[src/rtl/afifo_pkg.sv]
// -----------------------------------------------------------------------------
// afifo_pkg
//   Shared definitions for the asymmetric BRAM36k asynchronous FIFO read side.
//   Holds the width-ratio helpers used to size the unpacker and the FIFO
//   read latency that the read-side pop/capture pipeline is built around.
//   No ports (package).
// -----------------------------------------------------------------------------
package afifo_pkg;

  // Cycles from POP to DOUT being valid at the FIFO read port.
  localparam int AFIFO_RD_LATENCY = 1;

  // Number of narrow beats carried by one wide FIFO word.
  function automatic int afifo_ratio(input int width_in, input int width_out);
    if (width_out <= 0) return 0;
    return width_in / width_out;
  endfunction

  // A legal pairing splits the wide word into a whole number (>= 1) of beats.
  function automatic bit afifo_ratio_ok(input int width_in, input int width_out);
    return (width_out > 0) && (width_in >= width_out) &&
           ((width_in % width_out) == 0);
  endfunction

  // Width of a beat index; kept at least 1 bit so RATIO == 1 still elaborates.
  function automatic int afifo_beat_w(input int ratio);
    return (ratio > 1) ? $clog2(ratio) : 1;
  endfunction

endpackage

[src/rtl/afifo_rd_unpack_if.sv]
// -----------------------------------------------------------------------------
// afifo_rd_unpack_if
//   Bundles the FIFO read-port signals and the narrow output stream of the
//   read-side unpacker.
//   FIFO side : Empty, DOUT, Underrun_Error (into unpacker), POP (out of it)
//   Stream    : M_DATA, M_VALID, M_LAST (out), M_READY (in)
//   Status    : Words_Popped, Sticky_Underrun (out)
//   modport master : the unpacker (afifo_rd_unpack)
//   modport slave  : its environment (FIFO + downstream consumer)
// -----------------------------------------------------------------------------
interface afifo_rd_unpack_if #(
  parameter int DATA_WIDTH_IN  = 36,
  parameter int DATA_WIDTH_OUT = 9,
  parameter int CNT_WIDTH      = 16
);
  logic                      Empty;
  logic [DATA_WIDTH_IN-1:0]  DOUT;
  logic                      Underrun_Error;
  logic                      POP;
  logic [DATA_WIDTH_OUT-1:0] M_DATA;
  logic                      M_VALID;
  logic                      M_READY;
  logic                      M_LAST;
  logic [CNT_WIDTH-1:0]      Words_Popped;
  logic                      Sticky_Underrun;

  modport master (
    input  Empty, DOUT, Underrun_Error, M_READY,
    output POP, M_DATA, M_VALID, M_LAST, Words_Popped, Sticky_Underrun
  );

  modport slave (
    output Empty, DOUT, Underrun_Error, M_READY,
    input  POP, M_DATA, M_VALID, M_LAST, Words_Popped, Sticky_Underrun
  );
endinterface

[src/rtl/afifo_skid2.sv]
// -----------------------------------------------------------------------------
// afifo_skid2
//   Two-entry register buffer holding wide FIFO words between capture and
//   unpacking. Entries leave in arrival order.
//   clk       : clock
//   rst       : synchronous active-high reset, empties the buffer
//   push      : write push_data at the tail
//   push_data : word to store
//   pop       : remove the head entry (only when occ != 0)
//   occ       : number of valid entries, 0..2
//   head      : oldest entry (don't-care when occ == 0)
//   The caller guarantees no push when full unless it pops in the same cycle.
// -----------------------------------------------------------------------------
module afifo_skid2 #(
  parameter int WIDTH = 36
) (
  input  logic             clk,
  input  logic             rst,
  input  logic             push,
  input  logic [WIDTH-1:0] push_data,
  input  logic             pop,
  output logic [1:0]       occ,
  output logic [WIDTH-1:0] head
);

  logic [1:0]       occ_q,  occ_d;
  logic [WIDTH-1:0] head_q, head_d;
  logic [WIDTH-1:0] tail_q, tail_d;

  always_comb begin
    occ_d  = occ_q;
    head_d = head_q;
    tail_d = tail_q;
    case ({push, pop})
      2'b10: begin
        if (occ_q == 2'd0) head_d = push_data;
        else               tail_d = push_data;
        occ_d = occ_q + 2'd1;
      end
      2'b01: begin
        head_d = tail_q;
        occ_d  = occ_q - 2'd1;
      end
      2'b11: begin
        // Count is unchanged; the queue shifts by one.
        if (occ_q == 2'd1) begin
          head_d = push_data;
        end else begin
          head_d = tail_q;
          tail_d = push_data;
        end
      end
      default: ;
    endcase
  end

  // Only the occupancy is reset; stale data behind occ is never observed.
  always_ff @(posedge clk) begin
    if (rst) occ_q <= 2'd0;
    else     occ_q <= occ_d;
    head_q <= head_d;
    tail_q <= tail_d;
  end

  assign occ  = occ_q;
  assign head = head_q;

endmodule

[src/rtl/afifo_rd_unpack.sv]
// -----------------------------------------------------------------------------
// afifo_rd_unpack
//   Read-side consumer for the asymmetric asynchronous FIFO, entirely in the
//   FIFO read clock domain. Pops words while there is room, captures DOUT one
//   cycle after each pop into a 2-entry buffer, and streams each word out as
//   RATIO narrow beats, least-significant slice first.
//   clock0     : FIFO read clock
//   Sync_Flush : synchronous active-high reset (same net flushes the FIFO)
//   bus        : afifo_rd_unpack_if.master
//                Empty/DOUT/Underrun_Error in, POP out (FIFO read port)
//                M_DATA/M_VALID/M_LAST out, M_READY in (beat stream)
//                Words_Popped, Sticky_Underrun out (status)
// -----------------------------------------------------------------------------
module afifo_rd_unpack
  import afifo_pkg::*;
#(
  parameter int DATA_WIDTH_IN  = 36,
  parameter int DATA_WIDTH_OUT = 9,
  parameter int CNT_WIDTH      = 16
) (
  input  logic              clock0,
  input  logic              Sync_Flush,
  afifo_rd_unpack_if.master bus
);

  localparam int                RATIO     = afifo_ratio(DATA_WIDTH_IN, DATA_WIDTH_OUT);
  localparam int                BEAT_W    = afifo_beat_w(RATIO);
  localparam logic [BEAT_W-1:0] LAST_BEAT = BEAT_W'(RATIO - 1);

  if (!afifo_ratio_ok(DATA_WIDTH_IN, DATA_WIDTH_OUT)) begin : g_bad_ratio
    $fatal(1, "afifo_rd_unpack: DATA_WIDTH_IN (%0d) is not a whole multiple of DATA_WIDTH_OUT (%0d)",
           DATA_WIDTH_IN, DATA_WIDTH_OUT);
  end

  // The single in-flight flag below assumes DOUT arrives exactly one cycle
  // after POP.
  if (AFIFO_RD_LATENCY != 1) begin : g_bad_latency
    $fatal(1, "afifo_rd_unpack: only a 1-cycle FIFO read latency is handled");
  end

  logic [1:0]                occ;
  logic [DATA_WIDTH_IN-1:0]  head;
  logic [DATA_WIDTH_OUT-1:0] m_data;

  logic                      inflight_q, inflight_d;
  logic [BEAT_W-1:0]         beat_q,     beat_d;
  logic [CNT_WIDTH-1:0]      words_q,    words_d;
  logic                      sticky_q,   sticky_d;

  logic                      m_valid;
  logic                      m_last;
  logic                      accept;
  logic                      retire;
  logic [1:0]                fill;
  logic                      pop;

  afifo_skid2 #(
    .WIDTH (DATA_WIDTH_IN)
  ) u_skid (
    .clk       (clock0),
    .rst       (Sync_Flush),
    .push      (inflight_q),
    .push_data (bus.DOUT),
    .pop       (retire),
    .occ       (occ),
    .head      (head)
  );

  // Beat select: RATIO == 1 passes the word straight through, which also
  // keeps the indexed select from ever reaching past the word.
  if (RATIO == 1) begin : g_ratio1
    assign m_data = head[DATA_WIDTH_OUT-1:0];
  end else begin : g_ration
    assign m_data = head[beat_q * DATA_WIDTH_OUT +: DATA_WIDTH_OUT];
  end

  always_comb begin
    m_valid = (occ != 2'd0);
    m_last  = (beat_q == LAST_BEAT);
    accept  = m_valid & bus.M_READY;
    retire  = accept & m_last;

    // Words held plus the one landing this cycle. Popping at 2 is only safe
    // when the head leaves this cycle; that term is what sustains one word
    // per cycle at RATIO == 1.
    fill = occ + {1'b0, inflight_q};
    pop  = ~bus.Empty & ~Sync_Flush &
           ((fill < 2'd2) | ((fill == 2'd2) & retire));

    inflight_d = pop;

    beat_d = beat_q;
    if (accept) beat_d = m_last ? '0 : beat_q + BEAT_W'(1);

    words_d = words_q;
    if (pop) words_d = words_q + CNT_WIDTH'(1);

    sticky_d = sticky_q | bus.Underrun_Error;
  end

  // A flush drops the in-flight flag, so a DOUT already on its way is never
  // captured.
  always_ff @(posedge clock0) begin
    if (Sync_Flush) begin
      inflight_q <= 1'b0;
      beat_q     <= '0;
      words_q    <= '0;
      sticky_q   <= 1'b0;
    end else begin
      inflight_q <= inflight_d;
      beat_q     <= beat_d;
      words_q    <= words_d;
      sticky_q   <= sticky_d;
    end
  end

  assign bus.POP             = pop;
  assign bus.M_DATA          = m_data;
  assign bus.M_VALID         = m_valid;
  assign bus.M_LAST          = m_last;
  assign bus.Words_Popped    = words_q;
  assign bus.Sticky_Underrun = sticky_q;

endmodule

[src/flat_wrapper.sv]
// flat-port wrapper written by rule: the top's interface ports become plain ports
module afifo_rd_unpack_flat import afifo_pkg::*;
#(
  parameter int DATA_WIDTH_IN  = 36,
  parameter int DATA_WIDTH_OUT = 9,
  parameter int CNT_WIDTH      = 16
)
  (clock0, Sync_Flush, bus_Empty, bus_DOUT, bus_Underrun_Error, bus_M_READY, bus_POP, bus_M_DATA, bus_M_VALID, bus_M_LAST, bus_Words_Popped, bus_Sticky_Underrun);
  afifo_rd_unpack_if #(.DATA_WIDTH_IN(DATA_WIDTH_IN), .DATA_WIDTH_OUT(DATA_WIDTH_OUT), .CNT_WIDTH(CNT_WIDTH)) bus_i ();
  input  logic clock0;
  input  logic Sync_Flush;
  input wire logic [$bits(bus_i.Empty)-1:0] bus_Empty;
  input wire logic [$bits(bus_i.DOUT)-1:0] bus_DOUT;
  input wire logic [$bits(bus_i.Underrun_Error)-1:0] bus_Underrun_Error;
  input wire logic [$bits(bus_i.M_READY)-1:0] bus_M_READY;
  output wire logic [$bits(bus_i.POP)-1:0] bus_POP;
  output wire logic [$bits(bus_i.M_DATA)-1:0] bus_M_DATA;
  output wire logic [$bits(bus_i.M_VALID)-1:0] bus_M_VALID;
  output wire logic [$bits(bus_i.M_LAST)-1:0] bus_M_LAST;
  output wire logic [$bits(bus_i.Words_Popped)-1:0] bus_Words_Popped;
  output wire logic [$bits(bus_i.Sticky_Underrun)-1:0] bus_Sticky_Underrun;
  assign bus_i.Empty = bus_Empty;
  assign bus_i.DOUT = bus_DOUT;
  assign bus_i.Underrun_Error = bus_Underrun_Error;
  assign bus_i.M_READY = bus_M_READY;
  assign bus_POP = bus_i.POP;
  assign bus_M_DATA = bus_i.M_DATA;
  assign bus_M_VALID = bus_i.M_VALID;
  assign bus_M_LAST = bus_i.M_LAST;
  assign bus_Words_Popped = bus_i.Words_Popped;
  assign bus_Sticky_Underrun = bus_i.Sticky_Underrun;
  afifo_rd_unpack #(.DATA_WIDTH_IN(DATA_WIDTH_IN), .DATA_WIDTH_OUT(DATA_WIDTH_OUT), .CNT_WIDTH(CNT_WIDTH)) u_core (.clock0(clock0), .Sync_Flush(Sync_Flush), .bus(bus_i));
endmodule
[config.mk]
export PLATFORM = sky130hd
export DESIGN_NAME = afifo_rd_unpack_flat
export DESIGN_NICKNAME = d
export VERILOG_FILES = /design/src/rtl/afifo_pkg.sv /design/src/rtl/afifo_rd_unpack_if.sv /design/src/rtl/afifo_skid2.sv /design/src/rtl/afifo_rd_unpack.sv /design/src/flat_wrapper.sv
export SDC_FILE = /design/constraint.sdc
export NUM_CORES = 1
export LEC_CHECK = 0
export ABC_CLOCK_PERIOD_IN_PS = 4200
export BUFFER_PORTS_ARGS = -buffer_cell sky130_fd_sc_hd__buf_2
export CAP_MARGIN = 30
export CORE_MARGIN = 3
export CORE_UTILIZATION = 40
export DETAILED_ROUTE_END_ITERATION = 8
export HOLD_SLACK_MARGIN = 0.12
export SLEW_MARGIN = 10
export SYNTH_ARGS = -nofsm -noshare
export SYNTH_HDL_FRONTEND = slang
export SYNTH_SLANG_ARGS = --single-unit
[constraint.sdc]
create_clock -name clock0 -period 4.2 [get_ports clock0]
set_clock_uncertainty 0.1 [all_clocks]
set_input_delay 0.84 -clock clock0 [delete_from_list [all_inputs] [get_ports clock0]]
set_output_delay 0.84 -clock clock0 [all_outputs]
set_load 0.005 [all_outputs]
==> summary.md <==
| Metric | Value |
|---|---|
| Pwr Density | `~400 nW/µm²` |
| Highest metal used | `met4` |
| Largest family of logic cells by synthesized area | `compound AO/OA/AOI/OAI gates` |
| Met3 WL | `about 360 µm` |
| Post-synthesis sequential area ratio | `around 67%` |
| R2R depth | `9` |
| Compound-gate portion of the synthesized area | `a little over an eighth` |
| CP endpoint kind | `register` |
| Largest net degree at the start of global routing | `37` |
| Skew-Pair Late Insertion Delay | `around 350 ps` |
| XOR/XNOR share of the synthesized area | `under 10%` |
| Hold_buf cts | `0` |
| CTS tree | `yes` |
| H-tree levels | `3` |
| Crit Path Class | `register to register` |
| Total net switching power | `between 0.4 and 0.5 mW` |
| Net Count, Synth | `around 300` |
| Fill count | `831` |
| Post-synth ARST share | `0%` |
| Placed Instances | `446` |
| Remaining antenna violation count | `0` |
| Post-Route M1 WL | `between 3000 and 4000 µm` |
| CP max stage delay | `between 600 and 700 ps` |
| Final Net Count | `about 380` |
| Cell area after synthesis | `approximately 3900 µm²` |
| R2r endpoint | `u_core.u_skid.head[15]` |
| DR DRC count | `0` |
| Combinational group share of total power | `7.9%` |
| Simple-Gate Fraction of Synth Area | `between 6 and 7%` |
| Gr usage total | `between 10% and 20%` |
| Fin. Hold Viols | `0` |
| Sw Share | `22.2%` |
| Hold WS | `between 300 and 400 ps` |
| Area leader, netlist | `edfxtp_1` |
| Peak VDD IR | `about 240 µV` |
| Root Driver | `clkbuf_8` |
| IO Pins | `70` |
| Clock share of power | `a little over a third` |
| Syn_area_per_cell | `~15 µm²` |
| FMAX | `approximately 350 MHz` |
| Slowest library cell on the worst path | `mux2i_4` |
| CORE AREA | `approximately 9300 µm²` |
| Synth-to-layout area growth | `19.5%` |
| Critical path peak fanout | `24` |
| CP endpoint | `u_core.u_skid.head[15]` |
| Clk slew on worst S/H paths | `~90 ps` |
| Main area contributors after synthesis | `edfxtp_1, dfxtp_1, a22o_1` |
| Worst Hold Class | `register to register` |
| Number of global-route vias before repair | `~2,400` |
| Worst r2r src | `u_core.u_skid.occ[1]` |
| Synth unique cells | `37` |
| I/O Buffers | `69` |
| Sequential share of power | `~56%` |
| Critical Path RT | `4320 ps` |
| Final worst-path cycle share | `roughly two thirds` |
| Worst Tran Pin Value | `approximately 700 ps` |
| Initial antenna violation count | `0` |
| Setup TNS | `0 ps` |
| Reg2reg setup slack | `about 1300 ps` |
| Cell-internal power | `~1.5 mW` |
| Die extent in x | `approximately 100 µm` |
| DR WL met2 | `approximately 3300 µm` |
| Ys Warns | `0` |
| Die area | `10,900 µm²` |
| Via count | `~2,400` |
| Commonest cells in the netlist | `edfxtp_1, a22o_1, dfxtp_1, nand2_1, nor2_1` |
| CP Launch Point | `u_core.u_skid.occ[1]` |
| DR vias/cell | `between 5 and 6` |
| Status | `finished, final reports clean` |
| Bufs on Longest Clock Path | `2` |
| Post-synthesis register bit count | `94` |
| Post-CTS Setup Bufs | `0` |
| Number of enable flip-flop cells after synthesis | `72` |
| CTS Buf Count | `9` |
| CP arrival | `2980 ps` |
| Routability Congestion | `between 0.7 and 0.8` |
| Final Max Tran Viols | `0` |
| Die Y-Extent | `around 100 µm` |
| Clk sink count | `94` |
| Syn Inst Count | `approximately 250` |
| Fraction of layout cells with a size suffix above 1 | `between 30% and 40%` |
| Post-Synth Adder-Cell Area | `about 2.9%` |
| DP HPWL | `just under 5000 µm` |
| Core Util, Final | `49.7%` |
| Unrepaired setup endpoints after global routing | `no` |
| Routed wire length | `7070 µm` |
| Count leader, synth | `edfxtp_1` |
| Startpoint class of the critical path | `register` |
| Row count | `35` |
| Fin crit period | `between 2000 and 3000 ps` |
| Antenna fix cells | `0` |
| Remaining Overflow, GRT | `0` |
| Drt wl/cell | `between 15 and 20 µm` |
| Initial Utilization | `41.6%` |
| Global-route wire length before repair | `11,800 µm` |
| Crit-path cells | `inv_1 -> ha_1 -> and2b_2 -> nand2_1 -> inv_1 -> ha_1 -> mux2i_4 -> buf_4 -> a22o_1` |
| Rel. slew slack | `approximately half` |
| Share of the synthesized area in the top cell type | `55.7%` |
| Synth Flop Type | `edfxtp_1` |
| Final setup viols | `0` |
| Max Cap Viol | `0` |
| Router iterations before antenna repair | `4` |
| Lkg Pwr | `between 1.5 and 2 nW` |
| Initial DRC Count | `94` |
| Post-CTS sizing | `0` |
| Finished Layout Cells | `roughly 460` |
| Multiplexer share of the synthesized area | `6.77%` |
[cell usage in the layout, fill, tap and decap left out, types with 3 or more instances in the layout]
master / instances
edfxtp_1: 72
buf_2: 69
a22o_1: 36
dfxtp_1: 22
nand2_1: 12
nor2_1: 12
inv_1: 9
mux4_2: 9
ha_1: 9
clkbuf_8: 9
o21ai_0: 8
a21oi_1: 8
or3_1: 6
buf_4: 6
mux2i_1: 5
nand3_1: 3
xor2_1: 3
or4_1: 3
[critical path, delay by kind of cell, from the launching register on]
| family | cells | cell delay [ps] |
|---|---|---|
| multiplexers | 1 | 690 |
| adder cells (fa/ha/maj) | 2 | 530 |
| buffers and inverters | 3 | 500 |
| flip-flops | 1 | 390 |
| AND/OR/NAND/NOR | 2 | 360 |
| AO/OA/AOI/OAI | 1 | 150 |
[power groups by stage]
stage | sequential, mW | combinational [mW] | clock (mW)
after floorplan | 1.09 | 0.0858 | 0
after global placement | 1.09 | 0.151 | 0
after detailed placement | 1.09 | 0.153 | 0
after CTS | 1.07 | 0.154 | 0.689
after global routing | 1.07 | 0.167 | 0.728
final | 1.07 | 0.150 | 0.670
[logic make-up (layout without fill, tap and decap cells)]
family,count (synthesis),after routing
AOI/OAI and AO/OA,64,64
adders and majority gates,9,9
xor gates and xnor gates,6,6
buffers and inverters,21,100
muxes,15,15
DFF,94,94
and+or+nand+nor,45,45
[metrics by stage]
step	total power [mW]	instance area (µm²)	setup WS, ps
6_report	1.89	4640	1340
5_1_grt	1.96	4640	1110
4_1_cts	1.91	4640	1320
3_5_place_dp	1.24	4410	1190
3_3_place_gp	1.24	4410	1230
2_1_floorplan	1.17	3880	407
[cell type report]
| class | instances | area, µm² | share of cell area (%) |
|---|---|---|---|
| inverter | 9 | 33.8 | 0.728 |
| clock inverter | 7 | 105 | 2.27 |
| multi-input combinational | 139 | 1220 | 26.3 |
| clock buffer | 9 | 124 | 2.67 |
| tap | 129 | 161 | 3.48 |
| timing repair buffer | 75 | 390 | 8.41 |
| sequential | 94 | 2600 | 56.1 |
[how the worst min path moves through the flow]
stage,cells past startpoint,startpoint,endpoint,slack (ps)
floorplan,2,u_core.bus.Sticky_Underrun,u_core.bus.Sticky_Underrun,360
global placement,2,u_core.bus.Sticky_Underrun,u_core.bus.Sticky_Underrun,340
detailed placement,2,u_core.bus.Words_Popped[15],u_core.bus.Words_Popped[15],370
CTS,2,u_core.bus.Words_Popped[15],u_core.bus.Words_Popped[15],380
global route,2,u_core.bus.Words_Popped[1],u_core.bus.Words_Popped[1],420
finish,2,u_core.bus.Sticky_Underrun,u_core.bus.Sticky_Underrun,380
[per-layer routing]
layer / up-vias / track usage (%)
li1: 1145 / -
met1: 1144 / 18.1
met2: 60 / 21.8
met3: 8 / 2.98
met4: 0 / 5.13
met5: - / 0
[registers in the layout (all words and copies together), names as in the netlist]
name	count
u_core.beat_q	2
u_core.bus.Sticky_Underrun	1
u_core.bus.Words_Popped	16
u_core.inflight_q	1
u_core.u_skid.head	36
u_core.u_skid.occ	2
u_core.u_skid.tail_q	36
(Power assumes the default switching activity.)
